==> config.mk <==
export PLATFORM = sky130hd
export DESIGN_NAME = abs_pipe_unit
export DESIGN_NICKNAME = d
export VERILOG_FILES = /design/src/rtl/abs_pipe_unit.sv
export SDC_FILE = /design/constraint.sdc
export NUM_CORES = 1
export LEC_CHECK = 0
export BUFFER_PORTS_ARGS = -buffer_cell sky130_fd_sc_hd__buf_4
export CAP_MARGIN = 20
export CORE_MARGIN = 5
export CORE_UTILIZATION = 50
export DETAILED_ROUTE_END_ITERATION = 10
export GPL_TIMING_DRIVEN = 0
export PLACE_DENSITY = 0.74
export SLEW_MARGIN = 20
export SYNTH_ARGS = -nofsm -noshare
export SYNTH_HDL_FRONTEND = slang
export SYNTH_SLANG_ARGS = --single-unit
==> constraint.sdc <==
create_clock -name clk -period 1.8 [get_ports clk]
set_clock_uncertainty 0.05 [all_clocks]
set_input_delay 0.09 -clock clk [delete_from_list [all_inputs] [get_ports clk]]
set_output_delay 0.09 -clock clk [all_outputs]
set_load 0.01 [all_outputs]
==> src/rtl/abs_pipe_unit.sv <==
// Two-stage per-lane absolute/negate unit with valid/ready handshaking on both sides
// and a saturating tally of overflowed lanes delivered downstream.
module abs_pipe_unit #(
  parameter int N     = 5,
  parameter int LANES = 1
) (
  input  logic               clk,
  input  logic               rst_n,
  input  logic               in_valid,
  output logic               in_ready,
  input  logic [LANES*N-1:0] in_data,
  input  logic [1:0]         mode,
  output logic               out_valid,
  input  logic               out_ready,
  output logic [LANES*N-1:0] out_data,
  output logic [LANES-1:0]   out_ovf,
  output logic [7:0]         ovf_count,
  input  logic               ovf_clr
);

  localparam logic [N-1:0] MaxPos = {1'b0, {(N-1){1'b1}}};

  logic               s1Valid_q, s1Valid_d;
  logic [LANES*N-1:0] s1Opnd_q, s1Opnd_d;
  logic [LANES-1:0]   s1AddOne_q, s1AddOne_d;
  logic [1:0]         s1Mode_q, s1Mode_d;
  logic               s2Valid_q, s2Valid_d;
  logic [LANES*N-1:0] s2Data_q, s2Data_d;
  logic [LANES-1:0]   s2Ovf_q, s2Ovf_d;
  logic [7:0]         ovfCount_q, ovfCount_d;

  logic               s2Ready;
  logic               s1Advance;
  logic               inAccept;
  logic               outAccept;
  logic [LANES*N-1:0] laneOpnd;
  logic [LANES-1:0]   laneInvert;
  logic [LANES*N-1:0] laneResult;
  logic [LANES-1:0]   laneOvf;
  logic [31:0]        ovfPop;
  logic [31:0]        ovfSum;

  assign s2Ready   = !s2Valid_q || out_ready;
  assign s1Advance = s1Valid_q && s2Ready;
  assign in_ready  = rst_n && (!s1Valid_q || s1Advance);
  assign inAccept  = in_valid && in_ready;
  assign outAccept = s2Valid_q && out_ready;

  for (genvar k = 0; k < LANES; k++) begin : gLane
    logic [N-1:0] x;
    logic [N-1:0] stored;
    logic [N-1:0] sum;
    logic         minHit;

    assign x                     = in_data[k*N +: N];
    assign laneInvert[k]         = (mode == 2'b10) || (mode[0] && x[N-1]);
    assign laneOpnd[k*N +: N]    = x ^ {N{laneInvert[k]}};

    // The most negative value is the only one whose inverted form is MaxPos.
    assign stored                = s1Opnd_q[k*N +: N];
    assign sum                   = stored + {{(N-1){1'b0}}, s1AddOne_q[k]};
    assign minHit                = s1AddOne_q[k] && (stored == MaxPos) && (s1Mode_q != 2'b00);
    assign laneResult[k*N +: N]  = (minHit && (s1Mode_q == 2'b11)) ? MaxPos : sum;
    assign laneOvf[k]            = minHit;
  end

  always_comb begin
    ovfPop = '0;
    for (int k = 0; k < LANES; k++) begin
      ovfPop = ovfPop + {31'd0, s2Ovf_q[k]};
    end
    ovfSum = {24'd0, ovfCount_q} + ovfPop;
  end

  always_comb begin
    s1Valid_d  = s1Valid_q;
    s1Opnd_d   = s1Opnd_q;
    s1AddOne_d = s1AddOne_q;
    s1Mode_d   = s1Mode_q;
    s2Valid_d  = s2Valid_q;
    s2Data_d   = s2Data_q;
    s2Ovf_d    = s2Ovf_q;
    ovfCount_d = ovfCount_q;

    if (inAccept) begin
      s1Valid_d  = 1'b1;
      s1Opnd_d   = laneOpnd;
      s1AddOne_d = laneInvert;
      s1Mode_d   = mode;
    end else if (s1Advance) begin
      s1Valid_d  = 1'b0;
    end

    if (s1Advance) begin
      s2Valid_d = 1'b1;
      s2Data_d  = laneResult;
      s2Ovf_d   = laneOvf;
    end else if (out_ready) begin
      s2Valid_d = 1'b0;
    end

    if (ovf_clr) begin
      ovfCount_d = 8'd0;
    end else if (outAccept) begin
      ovfCount_d = (ovfSum > 32'd255) ? 8'd255 : ovfSum[7:0];
    end
  end

  always_ff @(posedge clk or negedge rst_n) begin
    if (!rst_n) begin
      s1Valid_q  <= 1'b0;
      s1Opnd_q   <= '0;
      s1AddOne_q <= '0;
      s1Mode_q   <= 2'b00;
      s2Valid_q  <= 1'b0;
      s2Data_q   <= '0;
      s2Ovf_q    <= '0;
      ovfCount_q <= 8'd0;
    end else begin
      s1Valid_q  <= s1Valid_d;
      s1Opnd_q   <= s1Opnd_d;
      s1AddOne_q <= s1AddOne_d;
      s1Mode_q   <= s1Mode_d;
      s2Valid_q  <= s2Valid_d;
      s2Data_q   <= s2Data_d;
      s2Ovf_q    <= s2Ovf_d;
      ovfCount_q <= ovfCount_d;
    end
  end

  assign out_valid = s2Valid_q;
  assign out_data  = s2Data_q;
  assign out_ovf   = s2Ovf_q;
  assign ovf_count = ovfCount_q;

endmodule

## After elaboration in Yosys (flattened, before gate mapping)

Cells that the tools add are included.

- Add/sub/neg operators: 2
- $lt $le $gt $ge: 1
- Eq/ne operators: 3
- Muxes and demuxes: 8
- Bitwise logic cells: 1
- Reductions and logical operators: 17

Operators by type and width:

| kind | number |
|---|---|
| $mux 8 | 3 |
| $add 8x1->9 | 1 |
| $gt 9x8->1 const B | 1 |
| $logic_and 1x1->1 | 8 |
| $reduce_bool 2->1 | 4 |
| $add 5x1->5 | 1 |
| $eq 5x4->1 const B | 1 |
| $mux 5 | 1 |
| $xor 5x5->5 | 1 |
| $eq 2x2->1 const B | 2 |
| $mux 1 | 4 |
| $logic_or 1x1->1 | 3 |
| $logic_not 1->1 | 2 |

- Register bits: 24
- Input bits: 12
- Logic and storage cells: 40

## Longest topological paths before layout

Gate-level depths: netlist of the first run.

- Word-level depth: 7
- Mapped depth: 5
- Gate-level depth less buffers: 5

## Worst setup path before layout of the first run

OpenSTA, ideal clock, no wires.

- Path kind: register -> register
- Start: register s2Ovf_q (netlist: out_ovf)
- End: register ovfCount_q[7] (netlist: ovf_count[7])
- Setup time: 0.125 ns
- Arrival: 1.201 ns
- Required time: 1.625 ns
- Setup slack: 0.425 ns
- Cell stages (with the launch flop): 5
- Path buffers: 0
- Period minus slack after synthesis: 1.375 ns
- Cell sequence: dfrtp_1 -> ha_1 -> nand4_1 -> nor3_1 -> mux2_2

- Longest elaborated chain between the ends: 5

RTL lines:

| what | line | source |
|---|---|---|
| start: declaration | 29 | `logic [LANES-1:0] s2Ovf_q, s2Ovf_d;` |
| start signal: assignment | 126 | `s2Ovf_q <= s2Ovf_d;` |
| $add 8x1->9 * | 72 | `ovfSum = {24'd0, ovfCount_q} + ovfPop;` |
| $gt 9x8->1 | 105 | `ovfCount_d = (ovfSum > 32'd255) ? 8'd255 : ovfSum[7:0];` |
| $mux 8 * | 105 |  |
| $mux 8 * | 104 | `end else if (outAccept) begin` |
| $mux 8 * | 102 | `if (ovf_clr) begin` |
| end signal: assignment | 127 | `ovfCount_q <= ovfCount_d;` |
| end: declaration | 30 | `logic [7:0] ovfCount_q, ovfCount_d;` |

Every way passes the cells marked *; elsewhere a longest branch is shown, timed or not. The select of a mux whose other input is x is not followed.
A chain may end at the register's enable or synchronous reset.

## Worst setup path after layout of the first run

- Start: register s2Valid_q (netlist: out_valid)
- End: output in_ready

- Longest elaborated chain between the ends: 5

RTL lines:

| what | line | source |
|---|---|---|
| start: declaration | 27 | `logic s2Valid_q, s2Valid_d;` |
| start signal: assignment | 124 | `s2Valid_q <= s2Valid_d;` |
| $logic_not 1->1 | 43 | `assign s2Ready = !s2Valid_q \|\| out_ready;` |
| $logic_or 1x1->1 | 43 |  |
| $logic_and 1x1->1 | 44 | `assign s1Advance = s1Valid_q && s2Ready;` |
| $logic_or 1x1->1 | 45 | `assign in_ready = rst_n && (!s1Valid_q \|\| s1Advance);` |
| $logic_and 1x1->1 | 45 |  |
| end: declaration | 10 | `output logic in_ready,` |

Every way passes these cells.

==> metrics.md, run 1 <==
| Metric | Value |
|---|---|
| Outcome | finished clean |
| Most used cell, CP | buf_4 |
| Peak VDD IR | 0.0006039 V |
| Sequential share of the synthesized area | roughly 46% |
| Area contributors post-synth | dfrtp_1 (46%), mux2_2 (6.9%), xnor2_1 (4.7%), a21oi_1 (3.9%), ha_1 (3.9%) |
| Crit-path cells | buf_4 > nand3b_4 > and2_2 > buf_4 |
| WL/cell | roughly 15 µm |
| Routing usage on met2 | 27.63% |
| Share of layout cells above drive strength 1 | 33.56% |
| Gr ovfl total | 0 |
| Initial Utilization | 52.42% |
| Pwr dens | 849.5 mW/mm² |
| Met1 global-route usage | 21.12% |
| CTS max path bufs | 2 |
| Num CTS Buffers | 3 |
| Finish-stage setup viols | 0 |
| Worst Hold Class | in2reg |
| Post-synthesis cell count | around 120 |
| Global routing usage on met3 | 3.830% |
| CP Class | reg2out |
| Total power | 0.001366 W |
| Global-route wire length before repair | 4.616 mm |
| Max-cap violations | 0 |
| CP max FO | 9 |
| Io pins | 28 |
| Final Critical Period | ~1.5 ns |
| Die Ht | 60.97 µm |
| Number of synthesized flops with an enable pin | 0 |
| Yosys warns | 0 |
| Via density | 5.799 |
| Starting DRT DRC Count | 34 |
| Critical Path Sink Type | output pin |
| Setup ws final | 0.2889 ns |
| Seq cells post-synth | 24 |
| CTS tree | built |
| H-tree depth | 1 |
| Worst-Margin Slew | 0.4096 ns |
| Total track usage | ~17% |
| Crit path buffers/inverters | 2 |
| Mapped Area | 0.001299 mm² |
| DRT antenna net count | 0 |
| Worst EP arrival | 1.37 ns |
| RSZ-0062 raised after global routing | false |
| Worst setup SP type | register |
| Fmax | about 660 MHz |
| Crit path max-delay family | flip-flops |
| Crit path largest cell delay | 0.38 ns |
| Fillers | between 200 and 250 |
| Cell Rows | 18 |
| Initial antenna violation count | 0 |
| Max-slew violations | 0 |
| Pleak | 0.7106 nW |
| Slowest cell on crit path | dfrtp_1 |
| Cell taking the most area after synthesis | dfrtp_1 |
| Vias in the first global route | 1029 |
| Reg clk slew, reported paths | 0.13 ns |
| DRT Pass-1 Iters | 4 |
| Max-slew headroom | 72.69% |
| Final hold vios | 0 |
| Ys flop type | dfrtp_1 |
| CTS Sinks | 24 |
| Async S/R FF share, synth | 100.0% |
| Setup WS pre-CTS | 0.2990 ns |
| Final core utilization | 64.90% |
| Placer congestion estimate | slightly below 0.9 |
| Largest net degree at the start of global routing | 28 |
| Syn_area_per_cell | 11.29 µm² |
| DIE AREA | 0.003717 mm² |
| CP required | 1.66 ns |
| Fin crit share | 83.95% |
| Core area | 0.002477 mm² |
| Die Wd | 60.97 µm |
| Via count | 1038 |
| TNS Setup | 0 ns |
| Worst skew pair latency | 0.32 ns |
| Yosys cell types | 37 |
| Busiest grt layer | met2 |
| Drc violations | 0 |
| Post-detailed-routing wire length | 2.739 mm |
| Proportion of netlist area held by the largest area contributor | 46.24% |
| Syn_nets | 131 |
| Final nets | 166 |
| CTS root buffer | clkbuf_4 |
| Layout Area Growth over Synthesis | 23.80% |
| Hpwl dp | between 2 and 2.5 mm |
| I/O Buffers | 26 |
| Antenna diode count | 0 |
[Yosys cell counts (4+ instances only)]
master    number
dfrtp_1       24
a21oi_1       10
mux2_2         8
a31oi_1        7
xnor2_1        7
nand2_1        5
nor3_1         5
a211oi_1       4
ha_1           4
nand4_1        4
nor2_1         4
[what timing repair did]
action                                 4_1_cts  5_1_grt
hold buffers                                 4        0
endpoints found under the hold margin       27        0
gates resized for setup                      0        0
buffers inserted                             0        0
[stage by stage]
step	hold WS [ns]	cells	cell area, µm²
after floorplan	-0.2556	115	1299
after global placement	-0.03482	171	1531
after detailed placement	-0.03015	171	1531
after CTS	0.05238	179	1608
after global routing	0.06528	179	1608
final	0.05549	179	1608
[layer usage]
| metal | wire length [µm] | part of all wire, % |
|---|---|---|
| met1 | 1140 | 42 |
| met2 | 1347 | 49 |
| met3 | 204 | 7.4 |
| met4 | 46 | 1.7 |
| met5 | 0 | 0 |
[tightest hold or removal path, cell delays in order]
cell and delay, ns:
buf_4 0.08, xnor2_1 0.10, mux2_2 0.13
[logic make-up after synthesis]
group | share of synthesized area (%)
mux | 9.826
flops | 46.24
simple gates | 19.08
fa+ha+maj | 3.854
compound gates | 13.30
xor+xnor | 5.395
buf+inv | 2.312
[state kept, by name, summed over array words and instances, names as in the netlist]
register,cells
out_ovf,1
s1Mode_q,2
gLane.stored,5
ovf_count,8
s1AddOne_q,1
out_valid,1
s1Valid_q,1
out_data,5
[cell usage in the layout, fill, tap and decap left out, types with 4 or more instances in the layout]
cell type	synthesis	layout
a211oi_1	4	4
a21oi_1	10	10
a31oi_1	7	7
buf_4	1	27
dfrtp_1	24	24
dlygate4sd3_1	0	4
ha_1	4	4
mux2_2	8	8
nand2_1	5	5
nand4_1	4	4
nor2_1	4	4
nor3_1	5	5
xnor2_1	7	7
[path summary, 6_finish.rpt]
check	start	endpoint	slack [ns]	depth (start not counted)
setup / recovery	out_valid	in_ready	0.29	4
hold / removal	in_data[2]	gLane[0].stored[2]	0.06	3
setup reg to reg	out_ovf	ovf_count[7]	0.29	4
hold reg to reg	gLane[0].stored[0]	gLane[0].stored[0]	0.51	1
max in group asynchronous	rst_n	gLane[0].stored[4]	1.31	2
min in group asynchronous	rst_n	ovf_count[1]	0.14	2
[report_power, final]
part / switching (W) / leakage, nW / internal [W]
logic: 0.000165 / 0.389 / 0.000208
registers: 0.0000773 / 0.301 / 0.000627
clock network: 0.000165 / 0.0210 / 0.000124
total: 0.000407 / 0.711 / 0.000959
[final cells by class]
type | instances | area, µm² | share of cell area (%)
buffer | 3 | 22.52 | 1.401
clock buffer | 4 | 36.28 | 2.257
inverter | 2 | 7.507 | 0.4669
multi-input combinational | 86 | 668.1 | 41.56
sequential | 24 | 600.6 | 37.35
tap | 30 | 37.54 | 2.335
timing repair buffer | 30 | 235.2 | 14.63
(Power assumes the default switching activity.)
==> run 2, diff against run 1 <==
- ABC_AREA: default -> 1
- clock period: 1.8 -> 1.4 ns (I/O delays scaled with it)
==> run 2 against run 1 <==
  * Global-route usage is 1.6 points higher
  * Area after synthesis is 4.4% higher
  * Utilization is 5.3 points higher
  * Critical path type is now reg2reg
  * Largest power group unchanged
==> metrics.md, run 2 <==
| Metric | Value |
|---|---|
| Initial antenna violation count | 0 |
| DRT antenna net count | 0 |
| Pwr dens | around 990 mW/mm² |
| Peak VDD IR | 0.0007992 V |
| Syn_area_per_cell | 7.371 µm² |
| Fin crit share | between 90 and 100% |
| Via density | 5.035 |
| Finish-stage setup viols | 0 |
| Max-cap violations | 0 |
| Core area | 0.002545 mm² |
| Num CTS Buffers | 3 |
| CTS tree | built |
| Total track usage | 18.58% |
| DIE AREA | 0.003854 mm² |
| Async S/R FF share, synth | 100.0% |
| Seq cells post-synth | 24 |
| CTS Sinks | 24 |
| CP Class | reg2reg |
| Final nets | 244 |
| Die Wd | 62.08 µm |
| Start of the worst register-to-register path | ovf_count[0] |
| Worst setup SP type | register |
| Worst-Margin Slew | 0.5343 ns |
| Mapped Area | 0.001356 mm² |
| CTS root buffer | clkbuf_4 |
| Ys flop type | dfrtp_1 |
| Io pins | 28 |
| TNS Setup | 0 ns |
| Max FFs per register | 8 |
| Sequential share of the synthesized area | approximately 44% |
| Reg clk slew, reported paths | 0.14 ns |
| Initial Utilization | 53.29% |
| Crit path buffers/inverters | 0 |
| Final Critical Period | 1.339 ns |
| Most common cell in the netlist | nand2_1 |
| Pleak | 0.9817 nW |
| RSZ-0062 raised after global routing | true |
| Setup ws final | 0.06059 ns |
| Crit-path cells | ha_2 > nand2_4 > nor2_4 > nand2_2 > o21ai_0 > nand2_1 > nand2_1 |
| Slowest cell on crit path | dfrtp_1 |
| Final core utilization | 70.16% |
| Hold_sp | in_data[4] |
| Worst Hold End | gLane[0].stored[4] |
| WL/cell | 11.86 µm |
| CP max FO | 7 |
| Max-slew headroom | 64.38% |
| Setup WS pre-CTS | 0.05685 ns |
| Vias in the first global route | 1262 |
| Most used cell, CP | nand2_1 |
| Reg2reg path depth | 7 |
| Worst EP arrival | about 1.6 ns |
| Global-route wire length before repair | 5.340 mm |
| Starting DRT DRC Count | 41 |
| Hpwl dp | 2.196 mm |
| Crit path max-delay family | simple AND/OR/NAND/NOR gates |
| Post-detailed-routing wire length | 3.048 mm |
| Die Ht | around 62 µm |
| Critical Path Sink Type | register |
| Area contributors post-synth | dfrtp_1 (44%), nand2_1 (19%), inv_1 (6.6%), nor2_1 (4.4%), ha_1 (3.7%) |
| Proportion of netlist area held by the largest area contributor | 44.28% |
| Hold Path Depth | 4 |
| Final hold vios | 0 |
| Commonest cells after routing, fill and taps aside | nand2_1 (66), buf_4 (29), inv_1 (24), dfrtp_1 (24), nor2_1 (15) |
| CP required | 1.62 ns |
| Worst Hold Class | in2reg |
| Gr ovfl total | 0 |
| Syn_nets | 200 |
| Placer congestion estimate | 0.7729 |
| Number of synthesized flops with an enable pin | 0 |
| Worst R2R End | ovf_count[1] |
| I/O Buffers | 27 |
| FF-to-FF setup slack | 0.06 ns |
| Cell Rows | 18 |
| Yosys warns | 0 |
| Commonest non-fill, non-tap cell in the layout | nand2_1 |
| CTS max path bufs | 2 |
| Antenna diode count | 0 |
| Outcome | finished clean |
| Yosys cell types | 19 |
| Post-synthesis cell count | between 150 and 200 |
| Drc violations | 0 |
| Fmax | ~750 MHz |
| Crit path largest cell delay | 0.44 ns |
| Post-synth top cells | nand2_1 (70), dfrtp_1 (24), inv_1 (24) |
| Share of layout cells above drive strength 1 | 26.43% |
| Via count | between 1000 and 1500 |
| Crit path from | ovf_count[0] |
| Max-slew violations | 0 |
| Worst skew pair latency | 0.32 ns |
| H-tree depth | 1 |
| DRT Pass-1 Iters | 4 |
| Cell taking the most area after synthesis | dfrtp_1 |
| Layout Area Growth over Synthesis | 31.64% |
| Largest net degree at the start of global routing | 25 |
[run 2: final cells by class]
class                           count  area (µm²)
Fill cell                         217       759.5
Inverter                           26       97.59
Sequential cell                    24       600.6
Buffer                              1       11.26
Timing Repair Buffer               39       312.8
Clock buffer                        3       22.52
Clock inverter                      1       30.03
Multi-Input combinational cell    133       673.1
Tap cell                           30       37.54
[run 2: power by group]
| part | switching, W | leakage [nW] | total (W) | internal, W |
|---|---|---|---|---|
| Sequential | 0.0000716 | 0.307 | 0.000854 | 0.000782 |
| Clock | 0.000222 | 0.0279 | 0.000512 | 0.000290 |
| Combinational | 0.000210 | 0.647 | 0.000402 | 0.000192 |
[run 2: logic make-up after synthesis]
kind of cell | synth area share [%]
buffers and inverters | 8.026
AOI/OAI and AO/OA | 9.317
DFF | 44.28
xor gates and xnor gates | 0.6459
and+or+nand+nor | 34.04
adders and majority gates | 3.690
[run 2: layer usage]
layer  up-vias  GRT usage [%]  wire [µm]
met2        24          33.14       1554
li1        656              -          -
met5         -              0          0
met1       609          22.34       1332
met4         0          7.576         50
met3         5          2.479        110
[run 2: worst max-delay path by stage]
stage                     cells past startpoint      endpoint  slack, ns
after detailed placement                      5   out_data[2]       0.06
after global routing                          9  ovf_count[5]      -0.06
after floorplan                               5   out_data[2]       0.15
after CTS                                     5   out_data[2]       0.04
final                                         7  ovf_count[1]       0.06
after global placement                        5   out_data[2]       0.09
[run 2: stage by stage]
| stage | total power (W) | hold WS (ns) | instances | cell area, µm² |
|---|---|---|---|---|
| after floorplan | 0.001069 | -0.2756 | 184 | 1356 |
| after global placement | 0.001233 | -0.06186 | 241 | 1597 |
| after detailed placement | 0.001249 | -0.05750 | 241 | 1597 |
| after CTS | 0.001774 | 0.001365 | 253 | 1729 |
| after global routing | 0.001885 | 0.03275 | 257 | 1785 |
| final | 0.001767 | 0.02535 | 257 | 1785 |
[run 2: worst reg2reg max path, cell delays in order (launching register included)]
cell and delay (ns):
dfrtp_1 0.44, ha_2 0.22, nand2_4 0.07, nor2_4 0.13
nand2_2 0.13, o21ai_0 0.11, nand2_1 0.08, nand2_1 0.07
[run 2: repair_timing]
item | in CTS | in global routing
hold buffers | 8 | 2
endpoints found under the hold margin | 34 | 25
setup buffers | 0 | 2
gates resized for setup | 0 | 10
setup endpoints to repair | 0 | 9
==> run 3, diff against run 2 <==
==> constraint.sdc (replaced) <==
create_clock -name clk -period 1.4 [get_ports clk]
set_clock_uncertainty 0.05 [all_clocks]
set_input_delay 0 -clock clk [delete_from_list [all_inputs] [get_ports clk]]
set_output_delay 0 -clock clk [all_outputs]
set_load 0.01 [all_outputs]
==> run 3 against run 2 <==
  * Largest cell class unchanged
  * Maximum frequency hardly changed
  * Sequential power hardly changed
  * First-iteration DRC count is 59% higher
  * Critical path depth stayed put
  * Sequential cell count stayed put
  * Sequential share of layout area is 0.16 points lower
  * Non-clock buffer count stayed put
  * Power is 0.17% higher
  * Die area stayed put
==> metrics.md, run 3 (same netlist as run 2, synthesis figures left out) <==
| Metric | Value |
|---|---|
| Num CTS Buffers | 3 |
| Worst Hold Class | in2reg |
| Initial antenna violation count | 0 |
| H-tree depth | 1 |
| Crit path from | ovf_count[0] |
| DIE AREA | between 0.003 and 0.004 mm² |
| Hold_sp | in_valid |
| CP required | 1.63 ns |
| Worst R2R End | ovf_count[1] |
| Reg2reg path depth | 7 |
| Share of layout cells above drive strength 1 | about 26% |
| Total power | 0.001770 W |
| FF-to-FF setup slack | 0.06 ns |
| Fin area | around 0.0018 mm² |
| Fillers | 213 |
| Max-slew violations | 0 |
| Start of the worst register-to-register path | ovf_count[0] |
| Fin crit share | 95.65% |
| Final hold vios | 0 |
| Cell Rows | 18 |
| Area of placed instances | 0.001597 mm² |
| Peak VDD IR | 0.0008050 V |
| Die Ht | between 60 and 70 µm |
| Worst EP arrival | 1.57 ns |
| Worst setup SP type | register |
| Vias in the first global route | roughly 1300 |
| Pwr dens | 986.5 mW/mm² |
| Hpwl dp | between 2 and 2.5 mm |
| Hold Path Depth | 5 |
| Commonest non-fill, non-tap cell in the layout | nand2_1 |
| Crit-path cells | ha_2 > nand2_4 > nor2_4 > nand2_2 > o21ai_0 > nand2_1 > nand2_1 |
| Final nets | 244 |
| Final core utilization | 70.50% |
| TNS Setup | 0 ns |
| Starting DRT DRC Count | 65 |
| Core area | 0.002545 mm² |
| Antenna diode count | 0 |
| Max FFs per register | 8 |
| Post-detailed-routing wire length | between 3 and 4 mm |
| Layout Area Growth over Synthesis | 32.29% |
| WL/cell | around 12 µm |
| Most used cell, CP | nand2_1 |
| CP max FO | 7 |
| Drc violations | 0 |
| Total track usage | about a fifth |
| Max-slew headroom | 77.67% |
| Die Wd | 62.08 µm |
| Crit path capture | ovf_count[1] |
| Via count | between 1000 and 1500 |
| Outcome | finished clean |
| RSZ-0062 raised after global routing | true |
| DRT antenna net count | 0 |
| Fmax | 746.8 MHz |
| Slowest cell on crit path | dfrtp_1 |
| Gr ovfl total | 0 |
| Placer congestion estimate | 0.7729 |
| Worst-Margin Slew | roughly 0.33 ns |
| Crit path largest cell delay | 0.44 ns |
| Via density | 5.066 |
| Global-route wire length before repair | approximately 5.4 mm |
| Largest net degree at the start of global routing | 26 |
| CTS tree | built |
| CP Class | reg2reg |
| Finish-stage setup viols | 0 |
| Commonest cells after routing, fill and taps aside | nand2_1 (66), buf_4 (28), inv_1 (24), dfrtp_1 (24), nor2_1 (15) |
| Initial Utilization | a little over half |
| CTS Sinks | 24 |
| CTS root buffer | clkbuf_4 |
| Worst skew pair latency | ~0.32 ns |
| Pleak | 0.9832 nW |
| DRT Pass-1 Iters | 4 |
| CTS max path bufs | 2 |
| Max-cap violations | 0 |
| Io pins | 28 |
| Reg clk slew, reported paths | 0.14 ns |
| I/O Buffers | 27 |
| Final Critical Period | 1.339 ns |
| Critical Path Sink Type | register |
## run 3: worst min-delay path by stage
stage	to
finish	gLane[0].stored[2]
global route	gLane[0].stored[2]
detailed placement	ovf_count[5]
CTS	gLane[0].stored[2]
floorplan	gLane[0].stored[0]
global placement	ovf_count[5]
## run 3: repair_timing
action                                  CTS  global route
gates resized for setup                   0            11
hold buffers                             10             0
hold endpoints to repair                 42             0
buffers inserted                          0             2
endpoints found under the setup margin    0            14
## run 3: metal layers
metal | vias to the layer above | GRT usage (%) | share of wire [%] | wire length (µm)
met5 | - | 0 | 0 | 0
met4 | 0 | 8.788 | 1.7 | 50
met3 | 5 | 2.893 | 4.2 | 127
met2 | 28 | 33.14 | 51 | 1535
met1 | 612 | 21.69 | 43 | 1305
li1 | 657 | - | - | -
## run 3: final cells by class
class	instances	area, µm²	area share [%]
Clock buffer	3	22.52	1.255
Tap cell	30	37.54	2.092
Clock inverter	1	30.03	1.674
Multi-Input combinational cell	133	673.1	37.52
Inverter	26	97.59	5.439
Buffer	1	11.26	0.6276
Sequential cell	24	600.6	33.47
Timing Repair Buffer	39	321.6	17.92
## run 3: power breakdown
| part | leakage (nW) | total [W] | internal, W | switching [W] |
|---|---|---|---|---|
| Sequential | 0.307 | 0.000854 | 0.000782 | 0.0000722 |
| Clock | 0.0279 | 0.000512 | 0.000290 | 0.000223 |
| Combinational | 0.648 | 0.000403 | 0.000194 | 0.000210 |
| Total | 0.983 | 0.00177 | 0.00127 | 0.000505 |
## run 3: per-stage QoR
step	setup slack, ns	instances	hold slack (ns)
after detailed placement	0.05685	241	-0.1275
after CTS	0.04033	255	0.01480
after floorplan	0.1507	184	-0.3456
final	0.06096	257	0.01129
after global placement	0.09068	241	-0.1319
after global routing	-0.05573	257	0.01860
## run 3: worst max-delay path: cells and delay by family (launching register included)
| kind | cells | cell delay [ns] |
|---|---|---|
| flip-flops | 1 | 0.44 |
| AO/OA/AOI/OAI | 1 | 0.11 |
| AND/OR/NAND/NOR | 5 | 0.48 |
| adder cells (fa/ha/maj) | 1 | 0.22 |
